File: src/rtl/spi_pkg.sv
// Shared types and bit positions for the SPI master sequencer.
package spi_pkg;

   typedef enum logic [1:0] {IDLE, SETUP, SHIFT, HOLD} state_e;

   localparam int CTL_TE = 2;
   localparam int CTL_LB = 3;
   localparam int CTL_RE = 6;

   localparam int ST_BUSY        = 0;
   localparam int ST_TX_FULL     = 1;
   localparam int ST_RX_OVERRUN  = 2;
   localparam int ST_TX_OVERLOAD = 3;
   localparam int ST_RX_FULL     = 4;

   // Width of a counter that runs 0..n-1, never narrower than one bit.
   function automatic int cnt_w(input int n);
      return (n > 1) ? $clog2(n) : 1;
   endfunction

endpackage

File: src/rtl/spi_clk_div.sv
// SCLK generator: CLK_DIV cycles per half-period, registered SCLK level and
// strobes flagging the clock edge at which SCLK will rise or fall.
module spi_clk_div
   import spi_pkg::*;
#(
   parameter int CLK_DIV = 4
) (
   input  logic clk,
   input  logic rst,
   input  logic en,
   input  logic restart,
   output logic sclk,
   output logic sclk_rise,
   output logic sclk_fall
);

   localparam int            CW   = cnt_w(CLK_DIV);
   localparam logic [CW-1:0] LAST = CW'(CLK_DIV - 1);

   logic [CW-1:0] cnt_q, cnt_d;
   logic          sclk_q, sclk_d;
   logic          wrap;

   always_comb begin
      wrap   = en && !restart && (cnt_q == LAST);
      cnt_d  = cnt_q;
      sclk_d = sclk_q;
      if (restart) begin
         cnt_d  = '0;
         sclk_d = 1'b0;
      end else if (en) begin
         if (wrap) begin
            cnt_d  = '0;
            sclk_d = ~sclk_q;
         end else begin
            cnt_d = cnt_q + CW'(1);
         end
      end
   end

   always_ff @(posedge clk) begin
      if (rst) begin
         cnt_q  <= '0;
         sclk_q <= 1'b0;
      end else begin
         cnt_q  <= cnt_d;
         sclk_q <= sclk_d;
      end
   end

   assign sclk      = sclk_q;
   assign sclk_rise = wrap && !sclk_q;
   assign sclk_fall = wrap && sclk_q;

endmodule

File: src/rtl/spi_master_sequencer.sv
// SPI mode-0 master, one MSB-first frame at a time between TX/RX holding buffers.
// Optional SPI_LOOPBACK_EN: CONTROL[3] samples MOSI instead of MISO.
module spi_master_sequencer
   import spi_pkg::*;
#(
   parameter int DATA_W   = 8,
   parameter int CLK_DIV  = 4,
   parameter int CS_SETUP = 2,
   parameter int CS_HOLD  = 2
) (
   input  logic              CLK,
   input  logic              CLR,
   input  logic [7:0]        CONTROL,
   input  logic              WRITE,
   input  logic [DATA_W-1:0] DATA_IN,
   input  logic              READ,
   input  logic              CLEAR_FLAGS,
   output logic [DATA_W-1:0] DATA_OUT,
   output logic [7:0]        STATUS,
   output logic              SCLK,
   output logic              MOSI,
   input  logic              MISO,
   output logic              CS_N
);

   localparam int BIT_W  = $clog2(DATA_W + 1);
   localparam int PH_MAX = (CS_SETUP > CS_HOLD) ? CS_SETUP : CS_HOLD;
   localparam int PH_W   = cnt_w(PH_MAX);

   state_e            state_q, state_d;
   logic              cs_n_q, cs_n_d;
   logic [DATA_W-1:0] shreg_q, shreg_d;
   logic [DATA_W-1:0] cap_q, cap_d;
   logic [BIT_W-1:0]  bit_q, bit_d;
   logic [PH_W-1:0]   ph_q, ph_d;
   logic [DATA_W-1:0] tx_buf_q, tx_buf_d;
   logic              tx_full_q, tx_full_d;
   logic [DATA_W-1:0] rx_buf_q, rx_buf_d;
   logic              rx_full_q, rx_full_d;
   logic              ovr_q, ovr_d;
   logic              ovl_q, ovl_d;

   logic sclk, sclk_rise, sclk_fall;
   logic unload, capture, tx_accept, rx_take, ovr_set, sample_bit;
   logic unused_ctl;

   assign unused_ctl = ^CONTROL;

   spi_clk_div #(.CLK_DIV(CLK_DIV)) u_clk_div (
      .clk       (CLK),
      .rst       (CLR),
      .en        (state_q == SHIFT),
      .restart   (state_q != SHIFT),
      .sclk      (sclk),
      .sclk_rise (sclk_rise),
      .sclk_fall (sclk_fall)
   );

`ifdef SPI_LOOPBACK_EN
   assign sample_bit = CONTROL[CTL_LB] ? shreg_q[DATA_W-1] : MISO;
`else
   assign sample_bit = MISO;
`endif

   always_comb begin
      state_d   = state_q;
      cs_n_d    = cs_n_q;
      shreg_d   = shreg_q;
      cap_d     = cap_q;
      bit_d     = bit_q;
      ph_d      = ph_q;
      tx_buf_d  = tx_buf_q;
      tx_full_d = tx_full_q;
      rx_buf_d  = rx_buf_q;
      rx_full_d = rx_full_q;
      unload    = 1'b0;
      capture   = 1'b0;

      unique case (state_q)
         IDLE: begin
            if (tx_full_q && CONTROL[CTL_TE]) begin
               unload  = 1'b1;
               shreg_d = tx_buf_q;
               cs_n_d  = 1'b0;
               ph_d    = '0;
               state_d = SETUP;
            end
         end
         SETUP: begin
            if (ph_q == PH_W'(CS_SETUP - 1)) begin
               bit_d   = '0;
               state_d = SHIFT;
            end else begin
               ph_d = ph_q + PH_W'(1);
            end
         end
         SHIFT: begin
            if (sclk_rise) cap_d = {cap_q[DATA_W-2:0], sample_bit};
            // The final fall ends the frame without shifting, so MOSI holds the LSB through HOLD.
            if (sclk_fall) begin
               if (bit_q == BIT_W'(DATA_W - 1)) begin
                  capture = 1'b1;
                  ph_d    = '0;
                  state_d = HOLD;
               end else begin
                  shreg_d = shreg_q << 1;
                  bit_d   = bit_q + BIT_W'(1);
               end
            end
         end
         HOLD: begin
            if (ph_q == PH_W'(CS_HOLD - 1)) begin
               cs_n_d  = 1'b1;
               state_d = IDLE;
            end else begin
               ph_d = ph_q + PH_W'(1);
            end
         end
         default: state_d = IDLE;
      endcase

      tx_accept = WRITE && (!tx_full_q || unload);
      if (tx_accept) begin
         tx_buf_d  = DATA_IN;
         tx_full_d = 1'b1;
      end else if (unload) begin
         tx_full_d = 1'b0;
      end
      ovl_d = (ovl_q && !CLEAR_FLAGS) || (WRITE && !tx_accept);

      // A READ in the capture cycle frees the buffer just in time for the new word.
      rx_take = capture && CONTROL[CTL_RE] && (!rx_full_q || READ);
      ovr_set = capture && CONTROL[CTL_RE] && rx_full_q && !READ;
      if (rx_take) begin
         rx_buf_d  = cap_q;
         rx_full_d = 1'b1;
      end else if (READ) begin
         rx_full_d = 1'b0;
      end
      ovr_d = (ovr_q && !CLEAR_FLAGS) || ovr_set;
   end

   always_ff @(posedge CLK) begin
      if (CLR) begin
         state_q   <= IDLE;
         cs_n_q    <= 1'b1;
         shreg_q   <= '0;
         cap_q     <= '0;
         bit_q     <= '0;
         ph_q      <= '0;
         tx_buf_q  <= '0;
         tx_full_q <= 1'b0;
         rx_buf_q  <= '0;
         rx_full_q <= 1'b0;
         ovr_q     <= 1'b0;
         ovl_q     <= 1'b0;
      end else begin
         state_q   <= state_d;
         cs_n_q    <= cs_n_d;
         shreg_q   <= shreg_d;
         cap_q     <= cap_d;
         bit_q     <= bit_d;
         ph_q      <= ph_d;
         tx_buf_q  <= tx_buf_d;
         tx_full_q <= tx_full_d;
         rx_buf_q  <= rx_buf_d;
         rx_full_q <= rx_full_d;
         ovr_q     <= ovr_d;
         ovl_q     <= ovl_d;
      end
   end

   assign DATA_OUT = rx_buf_q;
   assign STATUS   = {3'b000, rx_full_q, ovl_q, ovr_q, tx_full_q, (state_q != IDLE)};
   assign SCLK     = sclk;
   assign MOSI     = shreg_q[DATA_W-1];
   assign CS_N     = cs_n_q;

endmodule
File: config.mk
export PLATFORM = sky130hd
export DESIGN_NAME = spi_master_sequencer
export DESIGN_NICKNAME = d
export VERILOG_FILES = /design/src/rtl/spi_pkg.sv /design/src/rtl/spi_clk_div.sv /design/src/rtl/spi_master_sequencer.sv
export SDC_FILE = /design/constraint.sdc
export NUM_CORES = 1
export LEC_CHECK = 0
export ABC_AREA = 0
export ABC_CLOCK_PERIOD_IN_PS = 3800
export BUFFER_PORTS_ARGS = -buffer_cell sky130_fd_sc_hd__buf_2
export CELL_PAD_IN_SITES_DETAIL_PLACEMENT = 0
export CELL_PAD_IN_SITES_GLOBAL_PLACEMENT = 2
export CORE_MARGIN = 10
export CORE_UTILIZATION = 35
export CTS_BUF_LIST = sky130_fd_sc_hd__clkbuf_4
export CTS_CLUSTER_DIAMETER = 50
export CTS_CLUSTER_SIZE = 25
export DETAILED_ROUTE_END_ITERATION = 6
export PLACE_DENSITY_LB_ADDON = 0.1
export SLEW_MARGIN = 10
export SYNTH_ARGS = -nofsm -noshare
export SYNTH_HDL_FRONTEND = slang
export SYNTH_HIERARCHICAL = 1
export SYNTH_SLANG_ARGS = --single-unit
File: constraint.sdc
create_clock -name CLK -period 3.8 [get_ports CLK]
set_clock_uncertainty 0.1 [all_clocks]
set_input_delay 0.76 -clock CLK [delete_from_list [all_inputs] [get_ports CLK]]
set_output_delay 0.76 -clock CLK [all_outputs]
set_load 0.05 [all_outputs]
==> impl_metrics.env <==
export IMPL_cts_sinks=47
export IMPL_synth_avg_cell_area_um2=9.42
export IMPL_power_total_mw=1.34
export IMPL_r2r_end="shreg_q[3]"
export IMPL_p_int_uw=854
export IMPL_via_count=1545
export IMPL_regArea_um2=941
export IMPL_path_max_fanout=15
export IMPL_synth_edff_count=0
export IMPL_setup_violations=0
export IMPL_dp_cells=313
export IMPL_drive_above_1_share_pct=20.4
export IMPL_seq_power_share_pct=44.2
export IMPL_grt_usage_pct=9.32
export IMPL_status="finished, final reports clean"
export IMPL_synth_area_leaders="dfxtp_1, mux2i_1, nor2_1, ha_1, a21oi_1"
export IMPL_ir_worst_vdd_mv=0.225
export IMPL_final_max_slew_viol_count=0
export IMPL_powerDensity_nw_per_um2=578
export IMPL_coreArea_um2=5890
export IMPL_ant_nets=0
export IMPL_grt_use_met2_pct=13.4
export IMPL_top_usage_layer="met2"
export IMPL_met3_usage_pct=3.27
export IMPL_hold_viol_final=0
export IMPL_via_per_inst=4.83
export IMPL_n_fill_cell=629
export IMPL_grt_start_max_net_pins=45
export IMPL_r2r_start="state_q[0]"
export IMPL_max_freq_ghz=0.350
export IMPL_p_switching_uw=491
export IMPL_cpMaxStageDelayCell="nor4_4"
export IMPL_synth_area_um2=2110
export IMPL_fp_dieW_um=97.7
export IMPL_ctsResizeCount=0
export IMPL_fin_crit_sh_pct=75.2
export IMPL_ff2ff_path_depth=8
export IMPL_antenna_cells=0
export IMPL_ctsHoldBuffers=0
export IMPL_synth_top_cell_by_area="dfxtp_1"
export IMPL_arrival_ns=3.04
export IMPL_clkSlewWorstSetupHoldPaths_ns=0.13
export IMPL_cp_startpoint="state_q[0]"
export IMPL_die_h_um=97.7
export IMPL_wl_um=4440
export IMPL_max_stage_delay_ns=0.67
export IMPL_die_area_um2=9540
export IMPL_fin_cells=320
export IMPL_core_rowCount=28
export IMPL_path_common_cell="inv_1"
export IMPL_rsz0062_at_grt="false"
export IMPL_r2r_slack_ns=0.94
export IMPL_async_flop_share_pct=0
export IMPL_cp_endpoint="shreg_q[3]"
export IMPL_post_cts_buffers=0
export IMPL_tns_ns=0
export IMPL_finalNetCount=273
export IMPL_gp_congestion=0.706
export IMPL_synth_cell_type_count=41
export IMPL_place_port_buffers=31
export IMPL_comb_power_share_pct=33.7
export IMPL_cp_required_ns=3.98
export IMPL_initial_core_util_pct=35.9
export IMPL_grt_pass1_wl_um=7420
export IMPL_io_pins=41
export IMPL_clock_path_buffers=2
export IMPL_ys_seq_elements=47
export IMPL_cts_tree="built"
export IMPL_netlist_instances=224
export IMPL_cap_viol_max_count=0
export IMPL_end_kind="flip-flop"
export IMPL_relSlewSlack_pct=42.0
export IMPL_drc=0
export IMPL_min_path_type="reg -> reg"
export IMPL_hpwl_um=3090
export IMPL_yosys_warnings=6
export IMPL_pwr_share_clk_pct=22.1
export IMPL_period_minus_slack_ns=2.86
export IMPL_clock_latency_ns=0.35
export IMPL_synth_ff_type="dfxtp_1"
export IMPL_cts_buffers_inserted=5
export IMPL_tightest_slew_ns=0.870
export IMPL_overflow=0
export IMPL_crit_path_cell_trace="inv_1 > ha_1 > inv_1 > nor3b_1 > nor2b_1 > nor4_4 > nor2_1 > a211oi_2"
export IMPL_cts_root_buf="clkbuf_4"
export IMPL_grt_pass1_vias=1499
export IMPL_synth_top_area_share_pct=44.6
export IMPL_grt_util_met1_pct=12.5
export IMPL_multi_input_area_um2=1030
export IMPL_power_leakage_nw=0.891
export IMPL_yosysSeqAreaShare_pct=44.6
export IMPL_wl_per_cell_um=13.9
export IMPL_htree_levels=2
export IMPL_path_class="reg -> reg"
export IMPL_grt_antenna_before_repair=0
export IMPL_critPathLaunchType="flip-flop"
export IMPL_drtIter0Drc=55
export IMPL_syn_to_final_growth_pct=10.2
export IMPL_drtPass1Iterations=4
export IMPL_p_sw_share_pct=36.5
[Yosys cell counts, types with 3 or more instances]
cell      count
inv_1         5
a21oi_1      14
buf_2         3
a211oi_1      7
clkbuf_1      8
nand2_1      11
buf_6         3
buf_4         7
nand3_1      10
mux2i_1      26
nor2_1       37
dfxtp_1      47
ha_1          6
a211oi_2      3
nand2b_1      4
nor2b_1       3
[final cells by class]
type	count	area share (%)
multi-input cells	153	44.2
flip-flops and latches	47	40.5
repair buffers	33	7.32
well taps	75	4.03
clock buffers	5	1.61
clock inverters	2	1.61
inverters	5	0.807
[logic make-up after synthesis]
logic type,count (synthesis),synth area share [%]
XOR/XNOR,2,0.830
buffers and inverters,26,7.11
other,1,0.178
adder cells (fa/ha/maj),6,3.56
flip-flops,47,44.6
multiplexers,26,12.3
AO/OA/AOI/OAI,36,12.4
AND/OR/NAND/NOR,80,19.0
[layout by cell type (no fill, tap or decap), types with 3 or more instances in the layout]
master,netlist,routed
dfxtp_1,47,47
nor2_1,37,37
buf_2,3,31
mux2i_1,26,26
a21oi_1,14,14
nand2_1,11,11
nand3_1,10,10
a211oi_1,7,7
ha_1,6,6
inv_1,5,5
clkbuf_4,0,5
nand2b_1,4,4
nor2b_1,3,3
a211oi_2,3,3
conb_1,1,3
[metal layers]
metal  wire (um)  share of wire (%)
met3         191                4.3
met5           0                  0
met4          29               0.65
met2        1900                 43
met1        2320                 52
[worst max-delay path: cells and delay by family, from the launching register on]
family,cells,cell delay [ns]
AND/OR/NAND/NOR,4,1.61
flip-flops,1,0.37
adder cells (fa/ha/maj),1,0.27
buffers and inverters,2,0.22
AO/OA/AOI/OAI,1,0.21
[how the worst min path moves through the flow]
| stage | startpoint | end | slack [ns] | cells past startpoint |
|---|---|---|---|---|
| floorplan | cap_q[7] | cap_q[7] | 0.34 | 2 |
| global placement | cap_q[7] | cap_q[7] | 0.35 | 2 |
| global route | shreg_q[0] | shreg_q[0] | 0.41 | 2 |
| detailed placement | cap_q[7] | cap_q[7] | 0.36 | 2 |
| finish | cap_q[7] | cap_q[7] | 0.37 | 2 |
| CTS | cap_q[7] | cap_q[7] | 0.37 | 2 |
[through the flow]
stage,hold WS [ns],utilization (%),cell area [um^2],setup WS (ns)
after floorplan,0.336,-,2120,1.17
after global placement,0.350,38.2,2250,0.957
after detailed placement,0.356,38.2,2250,0.971
after CTS,0.374,39.5,2330,0.951
after global routing,0.408,39.5,2330,0.631
final,0.372,39.5,2330,0.943
[power by group through the flow]
| stage | logic (mW) | registers [mW] | clock network (mW) |
|---|---|---|---|
| detailed placement | 0.459 | 0.607 | 0 |
| floorplan | 0.375 | 0.621 | 0 |
| CTS | 0.461 | 0.596 | 0.313 |
| finish | 0.453 | 0.595 | 0.297 |
| global placement | 0.459 | 0.606 | 0 |
| global route | 0.505 | 0.604 | 0.334 |
[flip-flops by register name, summed over array words and instances, names as in the netlist, 2 cells and up]
register / count
cap_q: 8
tx_buf_q: 8
DATA_OUT: 8
state_q: 2
u_clk_div/cnt_q: 2
bit_q: 4
shreg_q: 8
Note: power is estimated with default switching activity, not from simulation.
